===== src/rtl/silife_max7219.sv =====
// silife_max7219: serialises life-matrix rows as SPI frames to a daisy-chain of MAX7219 drivers
// Ports:
//   clk, reset        system clock, asynchronous active-high reset
//   enable            1 = send driver init once, then refresh all rows continuously
//   brightness        MAX7219 intensity, resent at a frame start whenever it changes
//   cells             matrix row addressed by row_select (combinational read)
//   row_select        registered row index to the matrix read port
//   spi_sck/mosi      SPI mode 0, MSB first; spi_cs_n drives MAX7219 LOAD
//   busy              high whenever the sequencer is not idle
//   frame_done        one-cycle pulse after the last row of a frame
module silife_max7219 #(
    parameter int WIDTH   = 8,
    parameter int HEIGHT  = 8,
    parameter int CLK_DIV = 4
) (
    input  logic                                        clk,
    input  logic                                        reset,
    input  logic                                        enable,
    input  logic [3:0]                                  brightness,
    input  logic [WIDTH-1:0]                            cells,
    output logic [(HEIGHT > 1 ? $clog2(HEIGHT) : 1)-1:0] row_select,
    output logic                                        spi_sck,
    output logic                                        spi_mosi,
    output logic                                        spi_cs_n,
    output logic                                        busy,
    output logic                                        frame_done
);
    localparam int RW     = HEIGHT > 1 ? $clog2(HEIGHT) : 1;
    localparam int NCHIPS = WIDTH / 8;
    localparam int B      = 16 * NCHIPS;
    localparam int BW     = $clog2(B);
    localparam int CW     = CLK_DIV > 1 ? $clog2(CLK_DIV) : 1;

    typedef enum logic [2:0] {S_IDLE, S_FSTART, S_SELECT, S_LOAD, S_SHIFT, S_TAIL, S_GAP, S_DONE} state_t;
    // What the current transfer carries: one of the five init words, a brightness update, or a row
    typedef enum logic [1:0] {K_INIT, K_BRIGHT, K_ROW} kind_t;

    state_t          state, state_n;
    kind_t           kind;
    logic [2:0]      idx;
    logic [RW-1:0]   row;
    logic [B-1:0]    sr, word;
    logic [BW-1:0]   bitc;
    logic [CW-1:0]   cnt;
    logic            hi, init_done, tick, last_row;
    logic [3:0]      last_br, cfg_addr;
    logic [2:0]      cfg_sel;
    logic [7:0]      cfg_data;

    assign tick       = cnt == CW'(CLK_DIV - 1);
    assign last_row   = kind == K_ROW && row == RW'(HEIGHT - 1);
    assign spi_sck    = state == S_SHIFT && hi;
    assign spi_cs_n   = !(state == S_SHIFT || state == S_TAIL);
    assign spi_mosi   = sr[B-1];
    assign busy       = state != S_IDLE;
    assign frame_done = state == S_DONE;

    // Transfer word; chip NCHIPS-1 sits in the top 16 bits so it is shifted out first
    always_comb begin
        cfg_sel  = kind == K_BRIGHT ? 3'd2 : idx;
        cfg_addr = cfg_sel == 3'd0 ? 4'h9 : cfg_sel == 3'd1 ? 4'hB : cfg_sel == 3'd2 ? 4'hA : cfg_sel == 3'd3 ? 4'hF : 4'hC;
        cfg_data = cfg_sel == 3'd1 ? 8'(HEIGHT - 1) : cfg_sel == 3'd2 ? {4'h0, brightness} : cfg_sel == 3'd4 ? 8'h01 : 8'h00;
        word     = '0;
        for (int k = 0; k < NCHIPS; k++)
            word[16*k +: 16] = kind == K_ROW ? {4'h0, 4'(row_select) + 4'd1, cells[8*k +: 8]} : {4'h0, cfg_addr, cfg_data};
    end

    // Enable is honoured only between transfers, so a started word always completes with its gap
    always_comb begin
        state_n = state;
        case (state)
            S_IDLE:   if (enable) state_n = init_done ? S_FSTART : S_LOAD;
            S_FSTART: state_n = !enable ? S_IDLE : brightness != last_br ? S_LOAD : S_SELECT;
            S_SELECT: state_n = enable ? S_LOAD : S_IDLE;
            S_LOAD:   state_n = enable ? S_SHIFT : S_IDLE;
            S_SHIFT:  if (tick && hi && bitc == BW'(B - 1)) state_n = S_TAIL;
            S_TAIL:   if (tick) state_n = S_GAP;
            S_GAP:    if (tick) state_n = last_row ? S_DONE : !enable ? S_IDLE : kind != K_INIT ? S_SELECT : idx == 3'd4 ? S_FSTART : S_LOAD;
            S_DONE:   state_n = enable ? S_FSTART : S_IDLE;
            default:  state_n = S_IDLE;
        endcase
    end

    always_ff @(posedge clk or posedge reset) begin
        if (reset) begin
            state      <= S_IDLE;
            kind       <= K_INIT;
            idx        <= '0;
            row        <= '0;
            row_select <= '0;
            sr         <= '0;
            bitc       <= '0;
            cnt        <= '0;
            hi         <= 1'b0;
            init_done  <= 1'b0;
            last_br    <= '0;
        end else begin
            state <= state_n;
            // cnt times one SCK half-period; restarts on every phase or state change
            cnt <= (tick || state_n != state) ? '0 : cnt + 1'b1;
            if (state == S_IDLE && state_n == S_LOAD) begin
                kind <= K_INIT;
                idx  <= '0;
            end
            if (state == S_FSTART) begin
                row  <= '0;
                kind <= K_BRIGHT;
            end
            if (state == S_SELECT) begin
                row_select <= row;
                kind       <= K_ROW;
            end
            if (state == S_LOAD && state_n == S_SHIFT) begin
                sr   <= word;
                bitc <= '0;
                hi   <= 1'b0;
                if (kind == K_BRIGHT || (kind == K_INIT && idx == 3'd2)) last_br <= brightness;
            end
            // Data advances on the falling SCK edge so it is stable around the next rising edge
            if (state == S_SHIFT && tick) begin
                hi <= !hi;
                if (hi) begin
                    sr   <= sr << 1;
                    bitc <= bitc + 1'b1;
                end
            end
            if (state == S_GAP && state_n == S_LOAD) idx <= idx + 3'd1;
            if (state == S_GAP && state_n == S_SELECT && kind == K_ROW) row <= row + 1'b1;
            if (state == S_GAP && tick && kind == K_INIT && idx == 3'd4) init_done <= 1'b1;
        end
    end
endmodule


===== config.mk =====
export PLATFORM = sky130hd
export DESIGN_NAME = silife_max7219
export DESIGN_NICKNAME = d
export VERILOG_FILES = /design/src/rtl/silife_max7219.sv
export SDC_FILE = /design/constraint.sdc
export NUM_CORES = 1
export LEC_CHECK = 0
export CORE_MARGIN = 2
export CORE_UTILIZATION = 61
export DETAILED_ROUTE_END_ITERATION = 16
export MAX_ROUTING_LAYER = met4
export PLACE_DENSITY_LB_ADDON = 0.2
export SYNTH_ARGS = -nofsm -noshare
export SYNTH_HDL_FRONTEND = slang
export SYNTH_SLANG_ARGS = --single-unit

===== constraint.sdc =====
create_clock -name clk -period 4.7 [get_ports clk]
set_input_delay 0.94 -clock clk [delete_from_list [all_inputs] [get_ports clk]]
set_output_delay 0.94 -clock clk [all_outputs]
set_load 0.02 [all_outputs]

==> flow_summary.json <==
{
  "outcome": "completed",
  "antenna_found_initial": 0,
  "hp-class": "reg2reg",
  "postCtsSetupBuffers": 0,
  "drc": 0,
  "yosys_warnings": 0,
  "yosys_most_used_dff": "dfrtp_1",
  "grt_overflow": 0,
  "holdPathEnd": "cnt[0]$_DFF_PP0_",
  "cp_slowest_cell": "dfrtp_1",
  "fillCellCount": 293,
  "wl_per_cell_um": 15.4,
  "place_ws_ns": 1.40,
  "setup_viol": 0,
  "grt_pass1_wl_mm": 8.49,
  "place.gp.congestion": 0.853,
  "reg2reg_slack_ns": 2.06,
  "initial_core_util_pct": 64.7,
  "synth-seq-cells": 42,
  "chipHeight_um": 67.0,
  "synth_nets": 286,
  "final_common_cell": "dfrtp_1",
  "drtIter0Drc": 158,
  "vias": 1999,
  "die_w_um": 67.0,
  "dr.pass1.iters": 4,
  "internal_power_mw": 0.880,
  "netlist_instances": 263,
  "critPathLaunch": "state[2]$_DFF_PP0_",
  "area_delta_synth_final_pct": 13.4,
  "synth_edf_count": 0,
  "clockRootBuffer": "clkbuf_8",
  "final_nets": 300,
  "io_pins": 23,
  "power_density_mw_per_mm2": 532,
  "grt_util_all_layers_pct": 26.0,
  "clock_power_share_pct": 19.4,
  "rsz0062_at_grt": "false",
  "postCtsResizedCells": 0,
  "syn_area_mm2": 0.00242,
  "routed_wirelength_mm": 5.03,
  "fin_crit_ns": 3.07,
  "n_antenna_cell": 0,
  "worstReg2RegEnd": "cnt[1]$_DFF_PP0_",
  "rows": 22,
  "fin_skew_ns": 0.00548,
  "numCtsBuffers": 5,
  "worst_slew_pin_slew_ns": 0.802,
  "comb_power_share_pct": 37.5,
  "netSwitchingFraction_pct": 39.8,
  "hold_violations": 0,
  "reg2reg_from": "state[2]$_DFF_PP0_",
  "final.setup.tns_ns": 0,
  "seqPwrFrac_pct": 43.1,
  "dieArea_mm2": 0.00449,
  "grt_max_degree": 43,
  "core_mm2": 0.00374,
  "avgSynthCellArea_um2": 9.22,
  "ir_drop_mv": 0.335,
  "vias_per_cell": 6.13,
  "max_stage_delay_ns": 0.67,
  "drive_above_1_share_pct": 8.63,
  "worstPathCellList": "nor2b_1 > inv_1 > clkdlybuf4s50_1",
  "grt_pass1_vias": 1804,
  "path_class": "reg2out",
  "ys_seq_area_share_pct": 43.4,
  "worst_hold_slack_ns": 0.444,
  "layout_setup_ws_ns": 1.63,
  "clk_pin_slew_worst_paths_ns": 0.08,
  "layout_common_cells": "42 x dfrtp_1, 34 x nand2_1, 22 x clkdlybuf4s50_1",
  "slew-limit-headroom_pct": 46.4,
  "post-route-period-util_pct": 65.3,
  "port_buffers": 22,
  "worst-path-max-fanout": 16,
  "fmax_mhz": 326,
  "holdCritStartpoint": "cnt[0]$_DFF_PP0_",
  "reg2regPathDepth": 6,
  "synth.distinct_cells": 48,
  "cp.arrival_ns": 2.13,
  "clk_path_buf_depth": 2,
  "clk_latency_ns": 0.30,
  "worstPathRequired_ns": 3.76,
  "synth_async_sr_flop_share_pct": 100,
  "holdBufCountCts": 0,
  "cts_tree": "built",
  "antenna_left": 0,
  "post-dp-hpwl_mm": 3.48,
  "cts_num_sinks": 42,
  "drv_slew": 0,
  "crit_path_start_kind": "flip-flop",
  "min_path_cells": 1,
  "max_cap_viol_count": 0,
  "final_core_util_pct": 73.4,
  "cp-end-kind": "output port",
  "power_switching_mw": 0.582,
  "htreeDepth": 2,
  "leakage_nw": 1.24
}
[cells by family (layout without fill, tap and decap cells)]
kind of cell | Yosys count | in the layout | synth area share (%)
and+or+nand+nor | 101 | 101 | 21.4
buffers and inverters | 26 | 41 | 4.54
DFF | 42 | 42 | 43.4
xor gates and xnor gates | 6 | 6 | 2.17
adders and majority gates | 9 | 9 | 4.54
AOI/OAI and AO/OA | 67 | 67 | 18.5
muxes | 12 | 12 | 5.47
[through the flow]
| step | power (mW) | area (um^2) | cells |
|---|---|---|---|
| floorplan | 1.04 | 2420 | 263 |
| global placement | 1.16 | 2640 | 318 |
| detailed placement | 1.18 | 2640 | 318 |
| CTS | 1.46 | 2750 | 326 |
| global route | 1.58 | 2750 | 326 |
| finish | 1.46 | 2750 | 326 |
[worst max-delay path by stage]
stage               depth (start not counted)                     end  slack [ns]
finish                                      3                spi_cs_n        1.63
global route                                6        cnt[1]$_DFF_PP0_        1.52
CTS                                         3                spi_cs_n        1.67
detailed placement                          6        cnt[1]$_DFF_PP0_        1.40
global placement                            4  last_br[0]$_DFFE_PP0P_        1.48
floorplan                                   6        cnt[1]$_DFF_PP0_        2.11
[synth_stat cells, drive strengths merged (4+ instances only)]
cell type	n	area (um^2)
a21oi	17	85.1
a22o	5	43.8
a31oi	8	50.1
and3	4	25.0
buf	6	35.0
clkbuf	10	37.5
dfrtp	42	1050
ha	8	100
inv	10	37.5
mux2	10	113
nand2	34	128
nand3	12	72.6
nor2	19	71.3
nor2b	6	40.0
o211ai	4	43.8
o21ai	20	100
or3	5	31.3
xor2	5	43.8
[critical path: cells and delay by family, from the launching register on]
family	cells	cell delay, ns
buffers and inverters	2	0.70
DFF	1	0.67
and+or+nand+nor	1	0.46
[area by class of cell]
cell class	instances	area (um^2)	share of cell area (%)
Timing Repair Buffer	23	228	8.29
Inverter	10	37.5	1.37
Tap cell	48	60.1	2.19
Multi-Input combinational cell	195	1260	45.9
Sequential cell	42	1050	38.3
Clock inverter	3	40.0	1.46
Clock buffer	5	68.8	2.50
[power by group through the flow]
stage	Combinational [mW]	Clock, mW	Sequential [mW]
6_report	0.549	0.283	0.630
5_1_grt	0.624	0.304	0.648
4_1_cts	0.548	0.285	0.626
3_5_place_dp	0.545	0	0.633
3_3_place_gp	0.528	0	0.630
2_1_floorplan	0.487	0	0.553
[flip-flops by register name, summed over array words and instances (netlist names)]
register / count
bitc: 4
cnt: 2
hi: 1
idx: 3
init_done: 1
kind: 2
last_br: 4
row: 3
row_select: 3
sr: 16
state: 3
[metal layers]
layer | share of wire (%) | global-route usage [%] | vias up
li1 | - | - | 976
met1 | 49 | 35.3 | 973
met2 | 46 | 38.6 | 44
met3 | 4.1 | 4.22 | 6
met4 | 1.3 | 11.2 | 0
met5 | 0 | - | -
Power figures use the tool's default switching activity.
